<file path="src/rtl/instr_fetch_queue.sv">
`default_nettype none
// ============================================================================
// Module   : instr_fetch_queue
// Brief    : Circular-buffer queue of {PC, instruction} pairs between fetch
//            and decode. Valid/ready on both sides, flush discards all
//            entries in flight, no bypass path from input to output.
// Revision : 1.0 - initial release
// ============================================================================
module instr_fetch_queue #(
    parameter int DEPTH = 4,
    parameter int PCW   = 64,
    parameter int IW    = 32
) (
    input  logic                     clock,
    input  logic                     reset,
    input  logic                     in_valid,
    output logic                     in_ready,
    input  logic [PCW-1:0]           in_pc,
    input  logic [IW-1:0]            in_instr,
    input  logic                     flush,
    output logic                     out_valid,
    input  logic                     out_ready,
    output logic [PCW-1:0]           out_pc,
    output logic [IW-1:0]            out_instr,
    output logic [$clog2(DEPTH):0]   count
);

    localparam int PW = $clog2(DEPTH);
    localparam int CW = PW + 1;
    localparam logic [CW-1:0] FULL_COUNT = CW'(DEPTH);

    // Storage and bookkeeping
    logic [PCW-1:0] pc_q    [DEPTH];
    logic [IW-1:0]  instr_q [DEPTH];
    logic [PW-1:0]  wptr_q, wptr_d;
    logic [PW-1:0]  rptr_q, rptr_d;
    logic [CW-1:0]  count_q, count_d;

    logic push;
    logic pop;

    // Handshake outputs: in_ready depends only on occupancy, flush masks valid
    assign in_ready  = (count_q != FULL_COUNT);
    assign out_valid = (count_q != '0) & ~flush;
    assign out_pc    = pc_q[rptr_q];
    assign out_instr = instr_q[rptr_q];
    assign count     = count_q;

    // A flushed cycle neither accepts nor delivers an entry
    assign push = in_valid & in_ready & ~flush;
    assign pop  = out_valid & out_ready;

    // Next-state pointers and occupancy; flush returns everything to zero
    always_comb begin
        wptr_d  = wptr_q;
        rptr_d  = rptr_q;
        count_d = count_q;
        if (flush) begin
            wptr_d  = '0;
            rptr_d  = '0;
            count_d = '0;
        end else begin
            // Power-of-two depth makes the natural pointer overflow the wrap
            if (push) begin
                wptr_d = wptr_q + 1'b1;
            end
            if (pop) begin
                rptr_d = rptr_q + 1'b1;
            end
            case ({push, pop})
                2'b10:   count_d = count_q + 1'b1;
                2'b01:   count_d = count_q - 1'b1;
                default: count_d = count_q;
            endcase
        end
    end

    // State update; reset also scrubs storage so the output reads zero
    always_ff @(posedge clock) begin
        if (reset) begin
            wptr_q  <= '0;
            rptr_q  <= '0;
            count_q <= '0;
            for (int i = 0; i < DEPTH; i++) begin
                pc_q[i]    <= '0;
                instr_q[i] <= '0;
            end
        end else begin
            wptr_q  <= wptr_d;
            rptr_q  <= rptr_d;
            count_q <= count_d;
            if (push) begin
                pc_q[wptr_q]    <= in_pc;
                instr_q[wptr_q] <= in_instr;
            end
        end
    end

endmodule
`default_nettype wire
</file>
<file path="config.mk">
export PLATFORM = sky130hd
export DESIGN_NAME = instr_fetch_queue
export DESIGN_NICKNAME = d
export VERILOG_FILES = /design/src/rtl/instr_fetch_queue.sv
export SDC_FILE = /design/constraint.sdc
export NUM_CORES = 1
export LEC_CHECK = 0
export CORE_MARGIN = 3
export CORE_UTILIZATION = 50
export CTS_BUF_LIST = sky130_fd_sc_hd__clkbuf_4 sky130_fd_sc_hd__clkbuf_8
export DETAILED_ROUTE_END_ITERATION = 10
export MAX_ROUTING_LAYER = met4
export PLACE_DENSITY_LB_ADDON = 0.05
export SYNTH_ARGS = -nofsm -noshare
export SYNTH_HDL_FRONTEND = slang
export SYNTH_SLANG_ARGS = --single-unit
export TNS_END_PERCENT = 30
</file>
<file path="constraint.sdc">
create_clock -name clock -period 3.8 [get_ports clock]
set_input_delay 0.95 -clock clock [delete_from_list [all_inputs] [get_ports clock]]
set_output_delay 0.95 -clock clock [all_outputs]
set_load 0.05 [all_outputs]
</file>
==> results by group <==
Run
  • Max_cap viols: 0

Floorplan
  • Core area: between 30,000 and 40,000 um2
  • # rows: 66
  • Initial Util: 0.5148
  • Io pins: 202
  • Die area: around 36,000 um2
  • Die Height: 190.2 um
  • Die W: ~190 um

Global routing
  • GRT overflow: 0
  • Vias in the first global route: 9,726
  • Antenna violations before repair: 1
  • Largest net degree at the start of global routing: 98
  • GRT Resource Usage Total: 0.2157
  • First-pass GRT wire length: about 57 mm

Clocking
  • Reg clk slew, reported paths: 0.05 ns
  • Clock tree buffer depth: 3
  • Worst skew pair latency: about 0.57 ns
  • CTS tree: done
  • Max H-tree Level: 3
  • Root buffer cell: clkbuf_8
  • Clk sink count: roughly 390
  • CTS Buf Count: around 70
  • Hold buffer count at CTS: 0

Worst setup path
  • Crit end category: primary output
  • Worst-path fanout max: 18
  • Kind of critical path: register to primary output
  • Critical Path RT: 2.85 ns
  • Worst EP arrival: roughly 2.7 ns
  • Startpoint class of the critical path: register

Detailed routing
  • Initial DRC count: about 510
  • WL final: 36.95 mm
  • DR vias: about 9,000
  • DRT antenna net count: 0
  • Via-per-instance ratio: 5.323
  • 1st-pass router iterations: 6
  • DRC: 0
  • WL per Instance: roughly 22 um

Power and ir drop
  • P per Cell Area: 450.7 nW/um2
  • Peak VDD IR: ~0.29 mV
  • Leakage power: between 7 and 8 nW

Timing
  • Clk_skew: about 0.020 ns
  • RSZ-0062 raised after global routing: false
  • Final setup fails: 0
  • Relative slew slack: 0.5925
  • Final period util: 0.9643
  • Max Clk Rate: between 200 and 300 MHz
  • Slew Limit Fails: 0
  • Worst-Margin Slew: ~0.6 ns
  • Post-layout min period: around 3.7 ns
  • Hold Fails Final Rpt: 0
  • Setup TNS: 0 ns

Final layout
  • Fin nets: ~1,300
  • Layout cells sized above 1: 0.1929
  • Syn-to-layout area delta: 24.24%
  • Fin area: 21,070 um2

Worst hold path
  • Hold crit path type: register to register

Logic synthesis
  • Largest family of logic cells by synthesized area: simple AND/OR/NAND/NOR gates
  • Synth Area in XOR/XNOR: 0.001549
  • Synth warn: 0
  • Count of cell types in the netlist: 33
  • Syn avg cell area: 17.27 um2
  • Post-synthesis mux area share: 0.1286
  • Synth Instances: around 980
  • Post-Synth Simple-Gate Area: 0.1526
  • Synth Area in Compound Gates: 0.003836
  • Synth Area in Adders: 0.001918
  • Synth Cell Area: between 15,000 and 20,000 um2
  • Number of synthesized register bits: 393
  • Register area share after synthesis: 0.6904
  • Net count after synthesis: roughly 1,100

Placement
  • Port Buf Inserts: between 200 and 250
  • Dpl hpwl: 20.66 mm
  • Area post-placement: roughly 20,000 um2
  • Gpl congestion: around 0.76

Run status
  • Outcome: completed
area by class of cell:
class	count	area, um2
Clock inverter	17	120.1
Sequential cell	393	11720
Clock buffer	96	1159
Multi-Input combinational cell	518	4922
Tap cell	442	553.0
Antenna cell	1	2.502
Fill cell	2388	11880
Inverter	7	26.28
Timing Repair Buffer	229	2572
cells in the mapped netlist (all sizes together):
cell type | n | share of area
or3b | 1 | 0.00066
buf | 26 | 0.010
a31o | 2 | 0.0010
and2 | 384 | 0.14
dfxtp | 9 | 0.011
o311ai | 2 | 0.0010
mux2i | 2 | 0.0012
or2 | 2 | 0.00074
inv | 7 | 0.0015
ha | 1 | 0.00074
xor2 | 3 | 0.0015
a21boi | 2 | 0.00088
nor3 | 5 | 0.0015
clkbuf | 38 | 0.0091
fa | 1 | 0.0012
nor3b | 2 | 0.0015
nand2 | 1 | 0.00022
edfxtp | 384 | 0.68
nand3 | 1 | 0.00029
o21ai | 2 | 0.00059
nand2b | 1 | 0.00037
nor4 | 2 | 0.0025
mux4 | 96 | 0.13
nor4b | 1 | 0.0014
nor2 | 4 | 0.0010
or3 | 2 | 0.00074
a21oi | 1 | 0.00029
path summary, 6_finish.rpt:
path / start / end / slack, ns / cells past startpoint
max: register / out_pc[48] / 0.14 / 3
min: rptr_q[0] / rptr_q[0] / 0.49 / 2
max reg2reg: count[2] / count[2] / 1.20 / 9
min reg2reg: rptr_q[0] / rptr_q[0] / 0.49 / 2
layout by cell type, fill, tap and decap left out, types with 5 or more instances in the layout:
cell type and instances:
clkinv_1 7, clkbuf_4 26, and2_1 384, edfxtp_1 384, clkdlybuf4s50_1 160, dlygate4sd2_1 6, nor3_1 5, clkbuf_8 70
mux4_2 96, inv_1 7, buf_4 7, buf_12 22, dlymetal6s2s_1 34, dfxtp_1 7
worst max-delay path, stage by stage (launching register included):
cell,delay (ns)
dfxtp_4,0.60
buf_12,0.25
mux4_2,0.55
clkdlybuf4s50_1,0.73
per-stage QoR:
| step | setup WS [ns] | util | hold WS, ns | power [mW] | instances |
|---|---|---|---|---|---|
| after detailed placement | 0.3293 | 0.5984 | 0.4949 | 5.955 | 1589 |
| after floorplan | 0.1722 | - | 0.4621 | 5.545 | 982 |
| after CTS | 0.003634 | 0.6369 | 0.5022 | 9.616 | 1702 |
| after global routing | 0.0002141 | 0.6396 | 0.5621 | 9.853 | 1703 |
| after global placement | 0.4030 | 0.5984 | 0.4815 | 5.949 | 1589 |
| final | 0.1357 | 0.6396 | 0.4948 | 9.498 | 1703 |
layer usage:
layer | vias up | track usage | part of all wire
met5 | - | - | 0
met4 | 0 | 0.06407 | 0.018
met3 | 49 | 0.03741 | 0.052
met2 | 256 | 0.3427 | 0.50
met1 | 4622 | 0.2909 | 0.43
li1 | 4138 | - | -
power breakdown:
part	switching, mW	total [mW]	internal [mW]	leakage [nW]
clock	1.62	3.65	2.03	0.673
combinational	0.509	0.850	0.341	3.19
sequential	0.0486	5.00	4.95	4.07
flip-flops by register name, indices dropped and copies added (netlist names), named ones only:
register and count:
count 3, instr_q 128, pc_q 256, rptr_q 2, wptr_q 2
cell families after synthesis:
family,after synthesis
adders and majority gates,2
xor gates and xnor gates,3
buffers and inverters,71
muxes,98
DFF,393
and+or+nand+nor,406
AOI/OAI and AO/OA,9
repair_timing:
item                                    4_1_cts  5_1_grt
resized for setup                             6       34
endpoints found under the setup margin        6       34
setup buffers                                 0        0
hold endpoints to repair                      0        0
Note: power is estimated with default switching activity, not from simulation.
